`config.mk`:
```
export PLATFORM = sky130hd
export DESIGN_NAME = brick_raster_flat
export DESIGN_NICKNAME = d
export VERILOG_FILES = /design/src/rtl/brick_raster_if.sv /design/src/rtl/brick_raster.sv /design/src/flat_wrapper.sv
export SDC_FILE = /design/constraint.sdc
export NUM_CORES = 1
export LEC_CHECK = 0
export BUFFER_PORTS_ARGS = -buffer_cell sky130_fd_sc_hd__buf_2
export CAP_MARGIN = 5
export CORE_ASPECT_RATIO = 1.5
export CORE_MARGIN = 2
export CORE_UTILIZATION = 45
export DETAILED_ROUTE_END_ITERATION = 7
export GPL_TIMING_DRIVEN = 0
export PLACE_DENSITY = 0.77
export SYNTH_ARGS = -nofsm -noshare
export SYNTH_HDL_FRONTEND = slang
export SYNTH_SLANG_ARGS = --single-unit
```
`constraint.sdc`:
```
create_clock -name clk -period 2.2 [get_ports clk]
set_input_delay 0.22 -clock clk [delete_from_list [all_inputs] [get_ports clk]]
set_output_delay 0.22 -clock clk [all_outputs]
set_load 0.05 [all_outputs]
```
`src/rtl/brick_raster_if.sv`:
```
// Pixel-plotter request/response bundle for brick_raster.
// Master drives the brick request; slave returns the pixel stream.
interface brick_raster_if;
    logic       draw;
    logic [9:0] x_in;
    logic [9:0] y_in;
    logic [2:0] colour_in;
    logic       plot;
    logic [9:0] x_out;
    logic [9:0] y_out;
    logic [2:0] colour_out;
    logic       busy;
    logic       done;

    modport master (
        output draw, x_in, y_in, colour_in,
        input  plot, x_out, y_out, colour_out, busy, done
    );

    modport slave (
        input  draw, x_in, y_in, colour_in,
        output plot, x_out, y_out, colour_out, busy, done
    );
endinterface

```
`src/rtl/brick_raster.sv`:
```
// Rasterises one solid brick per draw request, one pixel per cycle,
// row-major, clipping pixels that fall outside the visible screen.
module brick_raster #(
    parameter int BRICK_W  = 10,
    parameter int BRICK_H  = 5,
    parameter int SCREEN_W = 160,
    parameter int SCREEN_H = 120
) (
    input  logic         clk,
    input  logic         resetn,
    brick_raster_if.slave bus
);
    typedef enum logic [1:0] {
        S_IDLE,
        S_PLOT,
        S_DONE
    } state_t;

    localparam logic [9:0]  CX_LAST = 10'(BRICK_W - 1);
    localparam logic [9:0]  CY_LAST = 10'(BRICK_H - 1);
    localparam logic [10:0] X_LIM   = 11'(SCREEN_W);
    localparam logic [10:0] Y_LIM   = 11'(SCREEN_H);

    state_t     state_q, state_d;
    logic [9:0] cx_q, cx_d;
    logic [9:0] cy_q, cy_d;
    logic [9:0] xl_q, xl_d;
    logic [9:0] yl_q, yl_d;
    logic [2:0] cl_q, cl_d;

    logic [9:0] px;
    logic [9:0] py;

    // State, counters and latched brick parameters.
    always_ff @(posedge clk or negedge resetn) begin
        if (!resetn) begin
            state_q <= S_IDLE;
            cx_q    <= '0;
            cy_q    <= '0;
            xl_q    <= '0;
            yl_q    <= '0;
            cl_q    <= '0;
        end else begin
            state_q <= state_d;
            cx_q    <= cx_d;
            cy_q    <= cy_d;
            xl_q    <= xl_d;
            yl_q    <= yl_d;
            cl_q    <= cl_d;
        end
    end

    // Next state; counters freeze on the last pixel so the
    // pixel outputs keep showing it until the next brick starts.
    always_comb begin
        state_d = state_q;
        cx_d    = cx_q;
        cy_d    = cy_q;
        xl_d    = xl_q;
        yl_d    = yl_q;
        cl_d    = cl_q;
        unique case (state_q)
            S_IDLE: begin
                if (bus.draw) begin
                    xl_d    = bus.x_in;
                    yl_d    = bus.y_in;
                    cl_d    = bus.colour_in;
                    cx_d    = '0;
                    cy_d    = '0;
                    state_d = S_PLOT;
                end
            end
            S_PLOT: begin
                if (cx_q == CX_LAST) begin
                    if (cy_q == CY_LAST) begin
                        state_d = S_DONE;
                    end else begin
                        cx_d = '0;
                        cy_d = cy_q + 10'd1;
                    end
                end else begin
                    cx_d = cx_q + 10'd1;
                end
            end
            S_DONE: begin
                state_d = S_IDLE;
            end
            default: begin
                state_d = S_IDLE;
            end
        endcase
    end

    assign px = xl_q + cx_q;
    assign py = yl_q + cy_q;

    assign bus.x_out      = px;
    assign bus.y_out      = py;
    assign bus.colour_out = cl_q;
    assign bus.busy       = (state_q == S_PLOT);
    assign bus.done       = (state_q == S_DONE);
    assign bus.plot       = (state_q == S_PLOT)
                          && ({1'b0, px} < X_LIM)
                          && ({1'b0, py} < Y_LIM);
endmodule

```
`src/flat_wrapper.sv`:
```
// flat-port wrapper written by rule: the top's interface ports become plain ports
module brick_raster_flat 
#(
    parameter int BRICK_W  = 10,
    parameter int BRICK_H  = 5,
    parameter int SCREEN_W = 160,
    parameter int SCREEN_H = 120
)
  (clk, resetn, bus_draw, bus_x_in, bus_y_in, bus_colour_in, bus_plot, bus_x_out, bus_y_out, bus_colour_out, bus_busy, bus_done);
  brick_raster_if bus_i ();
  input  logic clk;
  input  logic resetn;
  input wire logic [$bits(bus_i.draw)-1:0] bus_draw;
  input wire logic [$bits(bus_i.x_in)-1:0] bus_x_in;
  input wire logic [$bits(bus_i.y_in)-1:0] bus_y_in;
  input wire logic [$bits(bus_i.colour_in)-1:0] bus_colour_in;
  output wire logic [$bits(bus_i.plot)-1:0] bus_plot;
  output wire logic [$bits(bus_i.x_out)-1:0] bus_x_out;
  output wire logic [$bits(bus_i.y_out)-1:0] bus_y_out;
  output wire logic [$bits(bus_i.colour_out)-1:0] bus_colour_out;
  output wire logic [$bits(bus_i.busy)-1:0] bus_busy;
  output wire logic [$bits(bus_i.done)-1:0] bus_done;
  assign bus_i.draw = bus_draw;
  assign bus_i.x_in = bus_x_in;
  assign bus_i.y_in = bus_y_in;
  assign bus_i.colour_in = bus_colour_in;
  assign bus_plot = bus_i.plot;
  assign bus_x_out = bus_i.x_out;
  assign bus_y_out = bus_i.y_out;
  assign bus_colour_out = bus_i.colour_out;
  assign bus_busy = bus_i.busy;
  assign bus_done = bus_i.done;
  brick_raster #(.BRICK_W(BRICK_W), .BRICK_H(BRICK_H), .SCREEN_W(SCREEN_W), .SCREEN_H(SCREEN_H)) u_core (.clk(clk), .resetn(resetn), .bus(bus_i));
endmodule
```
== Word level (Yosys, flattened, before mapping) ==
Index checks and enable logic that the tools add are counted.

* Word-level logic and storage cells: 40
* Input port bits: 26
* Register bits after elaboration: 45

* Reduce and logical (&&, ||, !) cells: 8
* Magnitude comparators: 2
* Add/sub/neg operators: 4
* Equality and inequality tests: 9
* Mux-type cells: 11

{| class="wikitable"
|+ Operator list
! kind !! number
|-
| two-way mux 10 bit || 5
|-
| one-hot mux 10 bit (2 select lines) || 2
|-
| adder 10 x 1 -> 10 bit (second input constant) || 2
|-
| adder 10 bit || 2
|-
| equality test 10 x 3 -> 1 bit (second input constant) || 1
|-
| equality test 10 x 4 -> 1 bit (second input constant) || 1
|-
| less-than comparator 10 x 7 -> 1 bit (second input constant) || 1
|-
| less-than comparator 10 x 8 -> 1 bit (second input constant) || 1
|-
| two-way mux 2 bit || 3
|-
| AND reduction 3 bit || 2
|-
| inequality test 2 x 1 -> 1 bit (second input constant) || 2
|-
| inequality test 2 bit (second input constant) || 2
|-
| one-hot mux 2 bit (2 select lines) || 1
|-
| AND reduction 4 bit || 1
|-
| inequality test 3 bit (second input constant) || 1
|-
| equality test 2 x 1 -> 1 bit (second input constant) || 1
|-
| equality test 2 bit (second input constant) || 1
|-
| logical AND 1 bit || 2
|-
| logical NOT 2 bit || 1
|-
| AND reduction 2 bit || 1
|-
| nonzero test 2 bit || 1
|}

== Depth between registers and ports, before layout ==
Gate-level depths: netlist of the first run.

* Depth after elaboration: 4
* Depth in mapped cells: 9

== Least setup slack after synthesis of the first run ==
Ideal clock, no wire load.

* Path type: reg-to-output
* From: register u_core.cy_q[0]
* To: output port bus_plot
* Data required time: 1.980 ns
* Path buffers: 0
* Arrival: 2.795 ns
* Slack: -0.815 ns
* Stages on the path, launching flop included: 8
* Path through: dfrtp_1 ha_1 fa_1 a211oi_1 o21ai_0 a31oi_1 xnor2_1 nor4b_4

* Cells in the longest elaborated chain, start to end: 3

{| class="wikitable"
|+ RTL lines
! element !! RTL line !! source
|-
| start: declaration || brick_raster.sv:26 || <nowiki>logic [9:0] cy_q, cy_d;</nowiki>
|-
| start signal: assignment || brick_raster.sv:46 || <nowiki>cy_q <= cy_d;</nowiki>
|-
| adder 10 bit || brick_raster.sv:95 || <nowiki>assign py = yl_q + cy_q;</nowiki>
|-
| via bus_y_out[8] || flat_wrapper.sv:19 || <nowiki>output wire logic [$bits(bus_i.y_out)-1:0] bus_y_out;</nowiki>
|-
| less-than comparator 10 x 7 -> 1 bit || brick_raster.sv:104 || <nowiki>&& ({1'b0, py} < Y_LIM);</nowiki>
|-
| logical AND 1 bit || brick_raster.sv:104 ||
|-
| end: declaration || flat_wrapper.sv:17 || <nowiki>output wire logic [$bits(bus_i.plot)-1:0] bus_plot;</nowiki>
|}

The timed path passes the listed nets, and every way through them passes these cells.

== Worst setup path in the final report of the first run ==
* From: register u_core.cx_q[4]
* To: output port bus_plot

* Cells in the longest elaborated chain, start to end: 4

{| class="wikitable"
|+ RTL lines
! element !! RTL line !! source
|-
| start: declaration || brick_raster.sv:25 || <nowiki>logic [9:0] cx_q, cx_d;</nowiki>
|-
| start signal: assignment || brick_raster.sv:38 || <nowiki>cx_q <= '0;</nowiki>
|-
| start signal: assignment || brick_raster.sv:45 || <nowiki>cx_q <= cx_d;</nowiki>
|-
| adder 10 bit || brick_raster.sv:94 || <nowiki>assign px = xl_q + cx_q;</nowiki>
|-
| less-than comparator 10 x 8 -> 1 bit || brick_raster.sv:103 || <nowiki>&& ({1'b0, px} < X_LIM)</nowiki>
|-
| logical AND 1 bit || brick_raster.sv:103 ||
|-
| logical AND 1 bit || brick_raster.sv:104 ||
|}

No other way between the ends.

==> metrics, run 1 <==
outcome=finished with violations; failing checks=negative setup slack; Core Region=~6000 sq um; Peak VDD IR=approximately 740 uV; Pwr per Cell Area=1160 nW/um^2; Synth Instances=284; Routed WL=7.92 mm; ANT nets after route=0; cts bufs inserted=5; Avg Inst Size Synth=10.1 sq um; Clock Skews=5.30 ps; met2 wire length=4.26 mm; maximum clock path buffer count=2; Fin Hold WS=88.0 ps; RSZ-0062 raised after global routing=true; first-pass GRT wire length=12.3 mm; Post-Syn Area=2870 sq um; worst-margin pin slew=990 ps; via count=2,632; Worst Setup SP=u_core.cx_q[4]; worst-skew pair later-pin latency=~290 ps; Max Cap Viol=0; worst path arrival time=roughly 2700 ps; Final Hold Viols=0; Crit path largest cell delay=430 ps; drt pass-1 iters=4; worst hold path class=input pin to async pin; CP cell instances=ha_4, a21o_1, a31oi_4, a211oi_4, or3b_4, a221oi_4, nor4b_4, buf_6; Worst setup SP type=flop; HPWL after DPL=4.78 mm; M1 WL=approximately 3 mm; routed wire length per instance=17.5 microns; RR Startpoint=u_core.cx_q[1]; share of cells above drive strength 1=49.3%; drc violations=0; clock period minus worst slack=2890 ps; global route overflow=0; Layout area overhead=45.7%; clk slew on worst S/H paths=80 ps; Layout Nets=429; Crit Path Category=flop to output pin; largest net degree at the start of global routing=46; GPL Wtd Cong=0.857; crit share post-route=131%; Post-synth ARST share=100%; sequential fraction of the synthesis area=between 30% and 40%; initial core utilization=46.4%; GRT Total Usage=21.8%; area leader, netlist=dfrtp_1; DIE HEIGHT=102 microns; final setup fails=12; Syn Nets=334; EDFF count, synth=0; post-synth top area share=39.3%; Slew headroom=around 34%; Area contributors post-synth=dfrtp_1 (39%), ha_1 (9.6%), mux2_2 (9.0%); leakage=1.87 nW; # H-tree levels=2; Setup WS post-layout=-689 ps; met3 WL=about 330 microns; Via-to-Cell Ratio=5.81; Yosys reg bits=45; top sig layer=met4; most frequent cell after synthesis=dfrtp_1; Max Fclk=roughly 0.35 GHz; Synth top cells by count=dfrtp_1 (45), nor2_1 (27), mux2_2 (23), ha_1 (22), nand2_1 (16); antenna violations before repair=0; worst-path fanout max=4; CTS root buffer=clkbuf_8; Top FF cell, synth=dfrtp_1; final max-slew violation count=0; Synthesis Warnings=0; # rows=35; Die Footprint=7040 sq um; Setup crit end kind=output pin; vias in the first global route=2,588; n_diodes=0; Port Buffer Count=51; TritonCTS clock tree=yes; fin cells=453; slowest stage cell, crit path=or3b_4; DP Cell Count=between 400 and 500; Distinct cells, synth=50; Worst Path Required=1980 ps; Total Power=0.00487 W; CTS sink cnt=45; Die Width=a little under 70 microns; IO Pins=52; 1st-iter DRT viols=110
==> placed cells by master (no fill, tap or decap), types with 3 or more instances in the layout <==
cell type   n
nor2_2      3
nand3_1    13
and2_4      4
ha_4       12
o21ai_0     6
nor2_1     24
buf_6      19
buf_2      37
nor3_1      6
nor2b_1     4
o21ai_1     7
ha_1       10
inv_1      11
a21o_1      4
nand2_1    16
dfrtp_2     8
clkbuf_2    3
nand4_1     8
dfrtp_1    37
xnor2_2     3
clkbuf_8    6
xor2_1      7
xnor2_1     8
clkbuf_1    4
buf_4      28
a21oi_1     6
mux2_2     23
==> per-layer routing <==
| metal | vias up | track usage (%) |
|---|---|---|
| met5 | - | 0 |
| met4 | 0 | 8.60 |
| met3 | 25 | 3.08 |
| met2 | 87 | 40.6 |
| met1 | 1296 | 25.3 |
| li1 | 1224 | - |
==> stage by stage <==
stage          util, %  setup TNS, ps  cell area [sq um]  worst slack (ps)
4_1_cts           65.5          -3130               4040              -625
3_3_place_gp      54.5          -2240               3360              -695
2_1_floorplan        -           -621               3020              -621
3_5_place_dp      54.5          -2710               3360              -719
6_report          67.7          -3330               4180              -689
5_1_grt           67.7          -4610               4180              -832
==> where the power goes <==
| part | internal (W) | total, W | switching [W] |
|---|---|---|---|
| combinational | 0.00137 | 0.00320 | 0.00183 |
| clock | 0.000249 | 0.000507 | 0.000258 |
| sequential | 0.000975 | 0.00116 | 0.000185 |
| total | 0.00259 | 0.00487 | 0.00228 |
==> timing repair <==
action	4_1_cts	5_1_grt
setup buffers	31	10
resized for setup	82	25
endpoints found under the setup margin	23	27
pin swaps	28	18
hold buffers	0	0
==> state kept, by name (all words and copies together) (netlist names) <==
| name | cells |
|---|---|
| u_core.bus.colour_out | 3 |
| u_core.cx_q | 10 |
| u_core.cy_q | 10 |
| u_core.state_q | 2 |
| u_core.xl_q | 10 |
| u_core.yl_q | 10 |
==> layout make-up <==
class                           count  area, sq um
Buffer                              5         21.3
Timing Repair Buffer               88          652
Fill cell                         432         2000
Multi-Input combinational cell    222         2150
Sequential cell                    45         1140
Inverter                           12         45.0
Tap cell                           74         92.6
Clock buffer                        7         86.3
==> critical path: cells and delay by family, from the launching register on <==
family	cells	cell delay, ps
simple gates	2	670
compound gates	4	820
buf+inv	1	190
flops	1	420
fa+ha+maj	1	270
==> final timing paths <==
kind                                       endpoint  slack (ps)  depth (start not counted)
min                                  u_core.yl_q[3]          90                          1
max in group asynchronous            u_core.cy_q[2]        1430                          1
max reg2reg                          u_core.cx_q[5]          40                          8
min reg2reg                u_core.bus.colour_out[0]         510                          1
min in group clk                     u_core.xl_q[5]         150                          2
max                                        bus_plot        -690                          8
==> cell families after synthesis <==
family,share of synthesized area (%)
buffers and inverters,2.23
adder cells (fa/ha/maj),11.0
multiplexers,9.73
XOR/XNOR,6.72
flip-flops,39.3
AO/OA/AOI/OAI,13.3
AND/OR/NAND/NOR,17.8
No activity file was read; power rests on OpenSTA's default activity.
==> inputs of run 2 (changes only) <==
Settings changed: CELL_PAD_IN_SITES_DETAIL_PLACEMENT set to 0, CELL_PAD_IN_SITES_GLOBAL_PLACEMENT set to 1, CORE_ASPECT_RATIO 1.5 to 1.25, CORE_UTILIZATION 45 to 39, PLACE_DENSITY 0.77 to not set, PLACE_DENSITY_LB_ADDON set to 0.1.
==> run 2 against run 1 <==
The flow still finishes with violations (negative setup slack). Register-to-register slack better by 20 ps. Sequential cell count unchanged. Via count down 5.7%. Non-clock buffer count up 6. Final cell count up 5.1%.
==> metrics, run 2 (synthesis results as in run 1) <==
largest net degree at the start of global routing=46; via count=2,483; Max Fclk=0.351 GHz; HPWL after DPL=slightly above 5 mm; Crit Path Category=flop to output pin; cell depth of the worst flop-to-flop path=8; crit share post-route=129%; worst-skew pair later-pin latency=300 ps; 1st-iter DRT viols=101; Die Width=80.7 microns; Routed WL=7.47 mm; Slew headroom=30.9%; post-layout util=61.1%; vias in the first global route=2,559; DIE HEIGHT=99.9 microns; Port Buffer Count=51; n_diodes=0; initial core utilization=40.6%; # H-tree levels=2; IO Pins=52; Worst setup SP type=flop; clk slew on worst S/H paths=90 ps; Fin Hold WS=86.1 ps; Final Hold Viols=0; Setup WS post-layout=-646 ps; outcome=finished with violations; final max-slew violation count=0; drc violations=0; worst-path fanout max=3; final setup fails=13; Setup crit end kind=output pin; Layout area overhead=50.6%; worst hold path class=input pin to async pin; Via-to-Cell Ratio=5.22; failing checks=negative setup slack; Worst Path Required=1980 ps; Peak VDD IR=1050 uV; GRT Total Usage=approximately a fifth; # fillers=623; CTS root buffer=clkbuf_8; CTS sink cnt=45; routed wire length per instance=15.7 microns; Layout Nets=435; leakage=roughly 1.9 nW; ANT nets after route=0; Die Footprint=8060 sq um; cts bufs inserted=5; GPL Wtd Cong=roughly 0.75; global route overflow=0; most common cell after layout, fill and taps aside=buf_2; internal reg-to-reg setup slack=60 ps; maximum clock path buffer count=2; Worst Setup SP=u_core.cx_q[0]; # rows=34; share of cells above drive strength 1=a little over half; worst path arrival time=2630 ps; RR Startpoint=u_core.cx_q[0]; drt pass-1 iters=4; first-pass GRT wire length=12.0 mm; hold_buf cts=0; Max Cap Viol=0; placed cell area=roughly 3400 sq um; TritonCTS clock tree=yes; worst flop-to-flop path endpoint=u_core.cx_q[5]; fin area=between 4000 and 5000 sq um; Pwr per Cell Area=1170 nW/um^2; Clock Skews=5.96 ps; clock period minus worst slack=between 2000 and 3000 ps; RSZ-0062 raised after global routing=true; worst-margin pin slew=1040 ps; Total Power=0.00506 W; Setup crit end=bus_plot; antenna violations before repair=0; Core Region=7060 sq um; most frequent cells in the layout=buf_2 (37), dfrtp_1 (35), buf_4 (34)
-- run 2: changes by cell type in the layout (fill, tap and decap cells not counted), sizes merged --
| cell | previous run | this run |
|---|---|---|
| bufinv | 0 | 2 |
| clkinv | 0 | 1 |
| clkbuf | 14 | 11 |
| buf | 86 | 93 |
-- run 2: how the worst min path moves through the flow --
stage / start / to / slack, ps / cells past startpoint
2_1_floorplan: resetn / u_core.bus.colour_out[0] / -80 / 0
3_3_place_gp: bus_x_in[1] / u_core.xl_q[1] / 430 / 3
3_5_place_dp: bus_x_in[1] / u_core.xl_q[1] / 430 / 3
4_1_cts: bus_x_in[1] / u_core.xl_q[1] / 120 / 3
5_1_grt: bus_x_in[6] / u_core.xl_q[6] / 150 / 2
6_report: resetn / u_core.yl_q[5] / 90 / 1
-- run 2: metal layers --
layer	vias to the layer above	wire length (microns)	track usage (%)
met1	1213	3040	22.6
met4	0	77	4.43
met5	-	0	0
li1	1221	-	-
met3	8	187	1.98
met2	41	4170	36.8
-- run 2: power by group --
| part | total (W) | internal (W) | leakage [nW] | switching, W |
|---|---|---|---|---|
| sequential | 0.00117 | 0.000975 | 0.558 | 0.000196 |
| clock | 0.000743 | 0.000451 | 0.0681 | 0.000292 |
| combinational | 0.00314 | 0.00139 | 1.28 | 0.00175 |
| total | 0.00506 | 0.00282 | 1.90 | 0.00224 |
-- run 2: what timing repair did --
item                                    4_1_cts  5_1_grt
gates resized for setup                      81       35
pin swaps                                    21       23
buffers inserted                             26       17
endpoints found under the setup margin       23       40
-- run 2: layout make-up --
cell class	instances	area [sq um]	area share, %
Multi-Input combinational cell	222	2150	49.8
Sequential cell	45	1140	26.4
Timing Repair Buffer	94	716	16.6
Tap cell	90	113	2.61
Clock buffer	5	68.8	1.59
Clock inverter	3	65.1	1.51
Inverter	12	45.0	1.04
Buffer	5	21.3	0.493
-- run 2: worst max-delay path, cell delays in order, from the launching register on --
cell and delay, ps:
dfrtp_2 400, ha_4 150, inv_2 30, fa_2 350, nor2b_2 150, o2111ai_2 140
a31o_2 250, a22oi_2 180, o211ai_1 140, nor4b_4 320, buf_6 200
-- run 2: per-stage QoR --
step	setup WS [ps]	instances	setup TNS, ps
after floorplan	-621	284	-621
after detailed placement	-723	425	-2710
final	-646	476	-2690
after global routing	-761	476	-3760
after CTS	-687	459	-3030
after global placement	-690	425	-2540
==> inputs of run 3 (changes only) <==
Settings changed: BUFFER_PORTS_ARGS -buffer_cell sky130_fd_sc_hd__buf_2 to -buffer_cell sky130_fd_sc_hd__clkbuf_2.
==> run 3 against run 2 <==
The run still ends with negative setup slack left. Wire length down 3.4%. Utilization decreased by 0.66 points. Sequential cell count stayed put. Maximum frequency decreased by 1.8%. Clock skew barely moved. Non-clock buffer count down 6. Setup slack worse by 51 ps. First-iteration DRC count down 29%.
==> metrics, run 3 (synthesis results as in run 1) <==
outcome=finished with violations; failing checks=negative setup slack; worst-path fanout max=2; Max Fclk=0.345 GHz; GPL Wtd Cong=0.751; RSZ-0062 raised after global routing=true; CTS sink cnt=45; worst flop-to-flop path endpoint=u_core.cx_q[4]; RR Startpoint=u_core.cy_q[4]; final max-slew violation count=0; worst-margin pin slew=1130 ps; # fillers=between 600 and 700; 1st-iter DRT viols=72; ANT nets after route=0; first-pass GRT wire length=roughly 12 mm; Clock Skews=5.83 ps; n_diodes=0; multi-input logic area=about 2200 sq um; share of cells above drive strength 1=51.1%; largest net degree at the start of global routing=46; Net Sw Frac=45.4%; Core Region=7060 sq um; clock power share=10.0%; leakage=1.88 nW; routed wire length per instance=15.4 microns; fin area=roughly 4300 sq um; hold_buf cts=0; drt pass-1 iters=4; most frequent cells in the layout=clkbuf_2 (38), dfrtp_1 (36), buf_4 (31); antenna violations before repair=0; maximum clock path buffer count=2; Setup crit end kind=output pin; clk slew on worst S/H paths=80 ps; TritonCTS clock tree=yes; Peak VDD IR=1040 uV; P_sw=approximately 0.0022 W; via count=approximately 2,500; Worst Setup SP=u_core.cy_q[0]; Layout area overhead=49.0%; cell depth of the worst flop-to-flop path=8; placed cell area=3380 sq um; GRT Total Usage=18.5%; Final Hold Viols=0; final setup fails=12; logic gate share of total power=65.4%; drc violations=0; Worst Path Required=1980 ps; Crit Path Category=flop to output pin; IO Pins=52; Port Buffer Count=51; internal reg-to-reg setup slack=80 ps; Die Width=80.7 microns; Pint=0.00264 W; worst path arrival time=2680 ps; Layout Nets=429; DIE HEIGHT=99.9 microns; HPWL after DPL=5.17 mm; worst hold path class=input pin to flop; Worst setup SP type=flop; Die Footprint=slightly above 8000 sq um; Slew headroom=24.8%; # rows=34; CTS root buffer=clkbuf_8; Setup crit end=bus_plot; global route overflow=0; Total Neg Setup Slack=-2780 ps; # H-tree levels=2; crit share post-route=132%; Routed WL=just over 7 mm; register area=roughly 1100 sq um; Setup WS post-layout=-696 ps; most common cell after layout, fill and taps aside=clkbuf_2; Max Cap Viol=0; cts bufs inserted=5; Via-to-Cell Ratio=5.22; worst-skew pair later-pin latency=290 ps; sequential share of power=24.6%; Pwr per Cell Area=1130 nW/um^2; vias in the first global route=~2,500; clock period minus worst slack=2900 ps; initial core utilization=40.6%
## run 3: cell count changes in the layout (fill, tap and decap cells not counted), sizes merged
| cell | change |
|---|---|
| clkinv | -1 |
| buf | -45 |
| clkbuf | +42 |
| bufinv | -2 |
## run 3: worst min-delay path by stage
stage	cells past startpoint	end	slack (ps)	from
final	3	u_core.xl_q[1]	130	bus_x_in[1]
after global routing	3	u_core.xl_q[1]	150	bus_x_in[1]
after CTS	3	u_core.xl_q[1]	120	bus_x_in[1]
after detailed placement	3	u_core.xl_q[1]	430	bus_x_in[1]
after global placement	3	u_core.xl_q[1]	430	bus_x_in[1]
after floorplan	0	u_core.bus.colour_out[0]	-80	resetn
## run 3: per-layer routing
layer / share of wire [%] / global-route usage, % / up-vias
li1: - / - / 1215
met3: 3.2 / 3.06 / 4
met1: 41 / 21.6 / 1194
met5: 0 / 0 / -
met4: 0.67 / 3.13 / 0
met2: 55 / 35.4 / 39
## run 3: worst max-delay path: stages (launching register included)
cell      delay (ps)
dfrtp_1          400
ha_2             200
fa_2             400
a211oi_4         260
buf_4            160
o21ai_2           50
a31oi_2          250
xnor2_2          150
nor4b_4          300
clkbuf_8         220
## run 3: layout make-up
| class | instances | share of cell area (%) |
|---|---|---|
| well taps | 90 | 2.64 |
| multi-input cells | 222 | 50.4 |
| flip-flops and latches | 45 | 26.6 |
| repair buffers | 88 | 16.9 |
| inverters | 12 | 1.05 |
| plain buffers | 5 | 0.498 |
| clock buffers | 8 | 1.87 |
## run 3: power groups by stage
| stage | registers, W | clock network, W | logic, W |
|---|---|---|---|
| after floorplan | 0.00113 | 0 | 0.00178 |
| after global placement | 0.00118 | 0 | 0.00217 |
| after detailed placement | 0.00118 | 0 | 0.00217 |
| after CTS | 0.00117 | 0.000509 | 0.00291 |
| after global routing | 0.00121 | 0.000538 | 0.00337 |
| final | 0.00119 | 0.000484 | 0.00316 |
## run 3: what timing repair did
action                     CTS  global route
buffers inserted            22            15
setup endpoints to repair   23            44
resized for setup           74            49
pin swaps                   22            28
## run 3: metrics by stage
stage	setup slack (ps)	hold slack, ps	utilization, %	power [W]	cells
after floorplan	-621	-75.6	-	0.00291	284
after global placement	-710	426	47.9	0.00334	425
after detailed placement	-709	429	47.9	0.00335	425
after CTS	-726	115	56.6	0.00459	455
after global routing	-776	146	60.5	0.00512	470
final	-696	130	60.5	0.00483	470
